--- src/rtl/vga_plot_arbiter.sv ---
// vga_plot_arbiter: shares the vga_adapter plot port among four rectangle
// requesters. Round-robin grant in IDLE, one pixel per cycle in DRAW with
// screen clipping, then a done pulse back to the granted requester.
module vga_plot_arbiter #(
   parameter int SCREEN_W = 160,
   parameter int SCREEN_H = 120
) (
   input  logic        clock,
   input  logic        reset,
   input  logic [3:0]  req,
   input  logic [31:0] rect_x,
   input  logic [27:0] rect_y,
   input  logic [31:0] rect_w,
   input  logic [27:0] rect_h,
   input  logic [11:0] rect_colour,
   output logic [3:0]  ack,
   output logic [3:0]  done,
   output logic        busy,
   output logic [7:0]  x,
   output logic [6:0]  y,
   output logic [2:0]  colour,
   output logic        plot
);

   localparam int NUM_REQ = 4;
   // limits sized to the unwrapped coordinate sums so wrapped pixels clip
   localparam logic [8:0] LIM_X = 9'(SCREEN_W);
   localparam logic [7:0] LIM_Y = 8'(SCREEN_H);

   typedef enum logic [1:0] {S_IDLE, S_DRAW, S_DONE} state_t;

   typedef struct packed {
      logic [7:0] x0;
      logic [6:0] y0;
      logic [7:0] w;
      logic [6:0] h;
      logic [2:0] colour;
   } job_t;

   // per-requester views of the packed rectangle buses
   logic [NUM_REQ-1:0][7:0] rx_a;
   logic [NUM_REQ-1:0][6:0] ry_a;
   logic [NUM_REQ-1:0][7:0] rw_a;
   logic [NUM_REQ-1:0][6:0] rh_a;
   logic [NUM_REQ-1:0][2:0] rc_a;

   assign rx_a = rect_x;
   assign ry_a = rect_y;
   assign rw_a = rect_w;
   assign rh_a = rect_h;
   assign rc_a = rect_colour;

   state_t     state, state_d;
   job_t       job;
   logic [1:0] g;
   logic [1:0] rr_ptr;
   logic [1:0] win;
   logic [1:0] idx;
   logic       win_vld;
   logic       win_empty;
   logic [7:0] cx;
   logic [6:0] cy;
   logic [8:0] sum_x;
   logic [7:0] sum_y;
   logic       last_col;
   logic       last_px;

   // raster position; sums are one bit wider so off-screen pixels never alias
   assign sum_x    = {1'b0, job.x0} + {1'b0, cx};
   assign sum_y    = {1'b0, job.y0} + {1'b0, cy};
   assign last_col = (cx == job.w - 8'd1);
   assign last_px  = last_col && (cy == job.h - 7'd1);

   // round-robin search starting at rr_ptr; first requester found wins
   always_comb begin
      win     = rr_ptr;
      win_vld = 1'b0;
      idx     = rr_ptr;
      for (int i = 0; i < NUM_REQ; i++) begin
         idx = rr_ptr + i[1:0];
         if (!win_vld && req[idx]) begin
            win     = idx;
            win_vld = 1'b1;
         end
      end
   end

   assign win_empty = (rw_a[win] == 8'd0) || (rh_a[win] == 7'd0);

   // next-state logic
   always_comb begin
      state_d = state;
      case (state)
         S_IDLE:  if (win_vld) state_d = win_empty ? S_DONE : S_DRAW;
         S_DRAW:  if (last_px) state_d = S_DONE;
         S_DONE:  state_d = S_IDLE;
         default: state_d = S_IDLE;
      endcase
   end

   // state register; reset abandons any job in flight
   always_ff @(posedge clock) begin
      if (reset) state <= S_IDLE;
      else       state <= state_d;
   end

   // datapath: job latch, raster counters, registered pixel and handshake outputs
   always_ff @(posedge clock) begin
      if (reset) begin
         ack    <= '0;
         done   <= '0;
         busy   <= 1'b0;
         x      <= '0;
         y      <= '0;
         colour <= '0;
         plot   <= 1'b0;
         rr_ptr <= '0;
         g      <= '0;
         job    <= '0;
         cx     <= '0;
         cy     <= '0;
      end else begin
         ack  <= '0;
         done <= '0;
         plot <= 1'b0;
         busy <= (state_d != S_IDLE);
         case (state)
            S_IDLE: begin
               if (win_vld) begin
                  job.x0     <= rx_a[win];
                  job.y0     <= ry_a[win];
                  job.w      <= rw_a[win];
                  job.h      <= rh_a[win];
                  job.colour <= rc_a[win];
                  g          <= win;
                  rr_ptr     <= win + 2'd1;
                  cx         <= '0;
                  cy         <= '0;
                  ack[win]   <= 1'b1;
               end
            end
            S_DRAW: begin
               // clipped pixels still consume their cycle, just without plot
               x      <= sum_x[7:0];
               y      <= sum_y[6:0];
               colour <= job.colour;
               plot   <= (sum_x < LIM_X) && (sum_y < LIM_Y);
               if (last_col) begin
                  cx <= '0;
                  cy <= cy + 7'd1;
               end else begin
                  cx <= cx + 8'd1;
               end
            end
            S_DONE: done[g] <= 1'b1;
            default: ;
         endcase
      end
   end

endmodule

--- config.mk ---
export PLATFORM = sky130hd
export DESIGN_NAME = vga_plot_arbiter
export DESIGN_NICKNAME = d
export VERILOG_FILES = /design/src/rtl/vga_plot_arbiter.sv
export SDC_FILE = /design/constraint.sdc
export NUM_CORES = 1
export LEC_CHECK = 0
export ABC_AREA = 1
export CORE_MARGIN = 4
export CORE_UTILIZATION = 45
export CTS_CLUSTER_SIZE = 24
export DETAILED_ROUTE_END_ITERATION = 8
export HOLD_SLACK_MARGIN = 0.06
export PLACE_DENSITY_LB_ADDON = 0.2
export SETUP_SLACK_MARGIN = 0.1
export SYNTH_ARGS = -nofsm -noshare
export SYNTH_HDL_FRONTEND = slang
export SYNTH_SLANG_ARGS = --single-unit
--- constraint.sdc ---
create_clock -name clock -period 2.95 [get_ports clock]
set_input_delay 0.59 -clock clock [delete_from_list [all_inputs] [get_ports clock]]
set_output_delay 0.59 -clock clock [all_outputs]
set_load 0.01 [all_outputs]
Yosys cells after proc, flatten, opt, wreduce, memory -nomap -nowiden
Index checks and enable logic that the tools add are counted.

storage, ports and cells
  word-level logic and storage cells = 108
  register bits = 82
  input port bits = 138
  output and inout bits = 28

operators by class
  eq/ne operators = 6
  multiplexer cells = 39
  magnitude comparators = 10
  bitwise operators = 4
  reduce and logical (&&, ||, !) cells = 22
  add/subtract/negate cells = 10

operators by type and width
  cell                   count
  $bmux W8 S2            2
  $mux W8                4
  $bmux W7 S2            2
  $mux W7                4
  $lt A2 B3 Y1 const B   6
  $pmux W8 S2            1
  $pmux W7 S2            1
  $mux W2                6
  $mux W1                10
  $add A8 B8 Y9          1
  $lt A9 B8 Y1 const B   1
  $add A7 B7 Y8          1
  $add A8 B1 Y8 const B  1
  $bmux W1 S2            4
  $eq A8 B8 Y1           1
  $logic_not A8 Y1       1
  $lt A8 B7 Y1 const B   1
  $sub A8 B1 Y8 const B  1
  $add A7 B1 Y7 const B  1
  $eq A7 B7 Y1           1
  $logic_and A1 B1 Y1    7
  $logic_not A7 Y1       1
  $sub A7 B1 Y7 const B  1
  $bmux W3 S2            1
  other kinds (18)       31

Longest topological paths before layout
  depth after elaboration = 20
  gate-level depth with buffers = 22
  depth with buffers taken out = 20

Worst setup path before layout
Ideal clock, no wire load.

  path type = input to register
  start point = input port req[1]
  end point = register rr_ptr[1]
  arrival time = 2.146 ns
  buffers on the path = 3
  data required time = 2.829 ns
  cell stages on the path = 14
  setup time = 0.121 ns
  slack = 0.683 ns
  cell sequence = inv_1 -> nand2_2 -> nand3_1 -> nand2_2 -> nor2_4 -> nand4_2 -> buf_6 -> nand3_1 -> nand2_2 -> buf_2 -> buf_2 -> ha_1 -> nand2_1 -> o21ai_0

between the ends
  word-level cells in the longest chain between the ends = 13
  elaborated cells on any way between the ends = 23
  those cells by class = add/sub: 1; mux: 15; reduce/logical: 7

RTL lines
  what                           RTL line  source
  start, declared                10        input logic [3:0] req,
  $bmux W1 S2                    81        if (!win_vld && req[idx]) begin
  $mux W1 (implied by the code)  81
  $mux W1                        81
  $logic_not A1 Y1               81
  $logic_and A1 B1 Y1            81
  $mux W1                        81
  $logic_not A1 Y1               81
  $logic_and A1 B1 Y1            81
  $mux W1                        81
  $logic_not A1 Y1               81
  $logic_and A1 B1 Y1            81
  $mux W2 *                      81
  via win[1]                     57        logic [1:0] win;
  $add A2 B1 Y2 *                136       rr_ptr <= win + 2'd1;
  end signal, assigned           136
  end, declared                  56        logic [1:0] rr_ptr;

Mark *: on every way through the listed nets, which the timed path passes. The rest lies on a longest branch. The select of a mux whose other input is x is not followed.
A chain may end at the register's enable or synchronous reset.

Worst setup path in the final report
  start point = input port req[3]
  end point = register state[1]

between the ends
  word-level cells in the longest chain between the ends = 19
  elaborated cells on any way between the ends = 31
  those cells by class = mux: 22; reduce/logical: 9

RTL lines
  what                                                      RTL line  source
  $bmux W1 S2                                               81
  $mux W1 (implied by the code)                             81
  $mux W1                                                   81
  $logic_not A1 Y1                                          81
  $logic_and A1 B1 Y1                                       81
  $mux W1                                                   81
  $logic_not A1 Y1                                          81
  $logic_and A1 B1 Y1                                       81
  [... 3 more ...]                                          n/a
  $mux W2                                                   81
  $bmux W8 S2 or $bmux W7 S2 (tied branches)                88        assign win_empty = (rw_a[win] == 8'd0) || (rh_a[win] == 7'd0);
  $mux W8 (implied by the code) or $mux W7 (tied branches)  88
  $logic_not A8 Y1 or $logic_not A7 Y1 (tied branches)      88
  $logic_or A1 B1 Y1                                        88
  $mux W2                                                   94        S_IDLE: if (win_vld) state_d = win_empty ? S_DONE : S_DRAW;
  $mux W2 *                                                 94
  $pmux W2 S2 *                                             93        case (state)
  end signal, assigned                                      104       else state <= state_d;
  end, declared                                             53        state_t state, state_d;

Mark *: on every way between the ends. The rest lies on a longest branch, timed or not. The select of a mux whose other input is x is not followed.

==> key figures <==
Pwr
  – P_leak: 3.576 nW
  – Maximum vdd drop: 0.0007857 V
  – Pwr dens: 990.6 nW/um^2

Timing
  – Final setup vio count: 0
  – Final Max Tran Viols: 0
  – Slew HR: 69.96%
  – Tmin final: 2514 ps
  – Hold Vio Cnt, Final: 0
  – Final clock period utilization by the worst path: 85.23%
  – Fin Setup TNS: 0 ps
  – Setup WS post-layout: 435.6 ps
  – Fmax: 397.7 MHz
  – Unrepaired setup endpoints after global routing: no
  – Worst hold slack: 455.7 ps
  – Actual slew at the worst max-slew pin: 450.2 ps
  – Worst clock skew: 6.389 ps

Synth
  – Synth Cell Area: 5568 um^2
  – Main synth FF type: dfxtp_1
  – Ys Warns: 0
  – Post-synth EDFFs: 0
  – Asr flop ratio synth: 0%
  – Seq/Total Area, Yosys: 29.48%
  – Flop and latch count out of synthesis: 82
  – Post-synth cell types: 44
  – Syn_area_per_cell: 6.652 um^2
  – Syn Nets: 1000
  – Syn Inst Count: 837

Finish
  – Layout cells sized above 1: 6.780%
  – Most frequent cells in the layout: nand2_1, clkdlybuf4s50_1, inv_1
  – Fin nets: 1161
  – Filler cells: 1117
  – Layout overhead on the synthesized area: 39.42%
  – Commonest non-fill, non-tap cell in the layout: nand2_1
  – Ant. Diodes: 0
  – Final core occ: 64.36%

Clock tree
  – CTS buffer count: 9
  – Root buf cell: clkbuf_16
  – Clk Latency, worst-skew pair: 340 ps
  – Setup Fix Bufs, Post-CTS: 0
  – CTS Sinks: 82
  – Worst-path clk slew: 60 ps
  – CTS tree: built
  – H-tree levels: 3
  – # hold bufs at CTS: 0
  – Clock Path Buffers: 2
  – # resized after CTS: 0

Critical path
  – CP Max Fanout: 23
  – CP arrival: 2790 ps
  – Worst r2r path cells: 19
  – Worst endpoint required time: 3230 ps
  – Critical path class: input pin to flip-flop
  – CP endpoint kind: flip-flop
  – Crit start category: input pin

Global route
  – Gr ovfl total: 0
  – Largest net degree at the start of global routing: 39
  – Initial antenna violation count: 0
  – Vias in the first global route: 5480
  – Tot GR Track Use: 22.17%
  – First-pass GRT wire length: 26.02 mm

Placement
  – Port Buf Inserts: 165
  – Pre-CTS setup slack: 77.80 ps
  – HPWL Detailed: 12.02 mm
  – Gpl congestion: 0.8580

Drt
  – ANT nets after route: 0
  – Detailed-route DRC error count: 0
  – Drt initial violations: 296
  – First-pass DRT Iterations: 5
  – Final wirelength: 15.37 mm
  – DR WL/cell: 13.12 um
  – Via count: 5705
  – Routed vias/inst: 4.872

Floorplanning
  – Row cnt: 40
  – Die Span Y: 119.2 um
  – I/O pin cnt: 166
  – Die area: 14220 um^2
  – Initial core utilization: 46.16%
  – Die width: 119.2 um
  – Core footprint: 12060 um^2

Run status
  – Status: complete, no violations

Run
  – Max Cap Viol: 0

Min path
  – Hold-critical path depth: 2
  – Worst hold path class: flip-flop to flip-flop
-- cell usage after synthesis, drive strengths merged, types with 2 or more instances --
cell | n | area share (%)
nand2 | 300 | 21
inv | 94 | 6.4
dfxtp | 82 | 29
nand3 | 65 | 6.0
o21ai | 42 | 4.0
nor2 | 41 | 2.9
buf | 28 | 3.7
nand3b | 27 | 3.6
a21oi | 26 | 2.3
ha | 23 | 5.2
xor2 | 21 | 3.3
a32o | 15 | 2.7
nor3 | 15 | 1.3
xnor2 | 12 | 1.9
o22ai | 10 | 1.1
clkbuf | 9 | 0.61
nand4 | 6 | 0.79
nor3b | 4 | 0.54
or2 | 4 | 0.45
a211oi | 2 | 0.27
fa | 2 | 0.72
o21bai | 2 | 0.27
-- sequential cells by signal (all words and copies together) (netlist names) --
| signal | count |
|---|---|
| done | 4 |
| cx | 8 |
| rr_ptr | 2 |
| busy | 1 |
| y | 7 |
| x | 8 |
| cy | 7 |
| state | 2 |
| plot | 1 |
| g | 2 |
| ack | 4 |
| job | 33 |
| colour | 3 |
-- path summary, 6_finish.rpt --
kind / startpoint / end / slack (ps)
hold reg to reg: job[2]$_SDFFE_PP0P_ / colour[2]$_SDFFE_PP0P_ / 460
setup / recovery: req[3] / state[1]$_SDFF_PP0_ / 440
setup reg to reg: rr_ptr[1]$_SDFFE_PP0P_ / state[1]$_SDFF_PP0_ / 540
hold / removal: job[2]$_SDFFE_PP0P_ / colour[2]$_SDFFE_PP0P_ / 460
-- per-layer routing --
| layer | up-vias | GRT usage (%) | share of wire, % | routed length, um |
|---|---|---|---|---|
| li1 | 3024 | - | - | - |
| met1 | 2507 | 27.52 | 45 | 6855 |
| met5 | - | 0 | 0 | 0 |
| met4 | 0 | 7.386 | 2.3 | 346 |
| met2 | 151 | 38.43 | 48 | 7384 |
| met3 | 23 | 4.226 | 5.1 | 784 |
-- report_power, final --
part	internal (mW)	switching (mW)
combinational	2.00	2.88
sequential	1.40	0.202
clock	0.739	0.465
-- metrics by stage --
step | cell area [um^2] | power (mW) | cells
after floorplan | 5568 | 5.213 | 837
after global placement | 7442 | 6.463 | 1155
after detailed placement | 7442 | 6.538 | 1155
after CTS | 7761 | 7.752 | 1171
after global routing | 7762 | 8.478 | 1171
final | 7762 | 7.690 | 1171
-- area by class of cell --
cell class              count  area (um^2)  share of cell area [%]
well taps                 168        210.2                   2.708
multi-input cells         624         3328                   42.88
clock inverters             7        93.84                   1.209
flip-flops and latches     82         1643                   21.16
inverters                  94        357.8                   4.610
clock buffers               9        225.2                   2.901
repair buffers            187         1904                   24.53
-- critical path, cell delays in order --
cell and delay [ps]:
clkdlybuf4s50_1 490, inv_1 60, nand2_1 60, nand2_1 90
o21ai_4 200, nand4_2 240, nand2_8 180, buf_12 160
nand2_1 60, nand2_1 50, nand2_1 40, nand2_1 90
nand2_1 60, nor2_1 100, nand2_1 80, nand2_1 60
nand2_1 50, a21oi_1 110
-- cells by family (layout without fill, tap and decap cells) --
logic type                 Yosys count  in the layout  share of synthesized area [%]
and+or+nand+nor                    463            463                          37.12
DFF                                 82             82                          29.48
AOI/OAI and AO/OA                  103            103                          11.57
buffers and inverters              131            297                          10.74
xor gates and xnor gates            33             33                          5.191
adders and majority gates           25             25                          5.888
No activity file was read; power rests on OpenSTA's default activity.
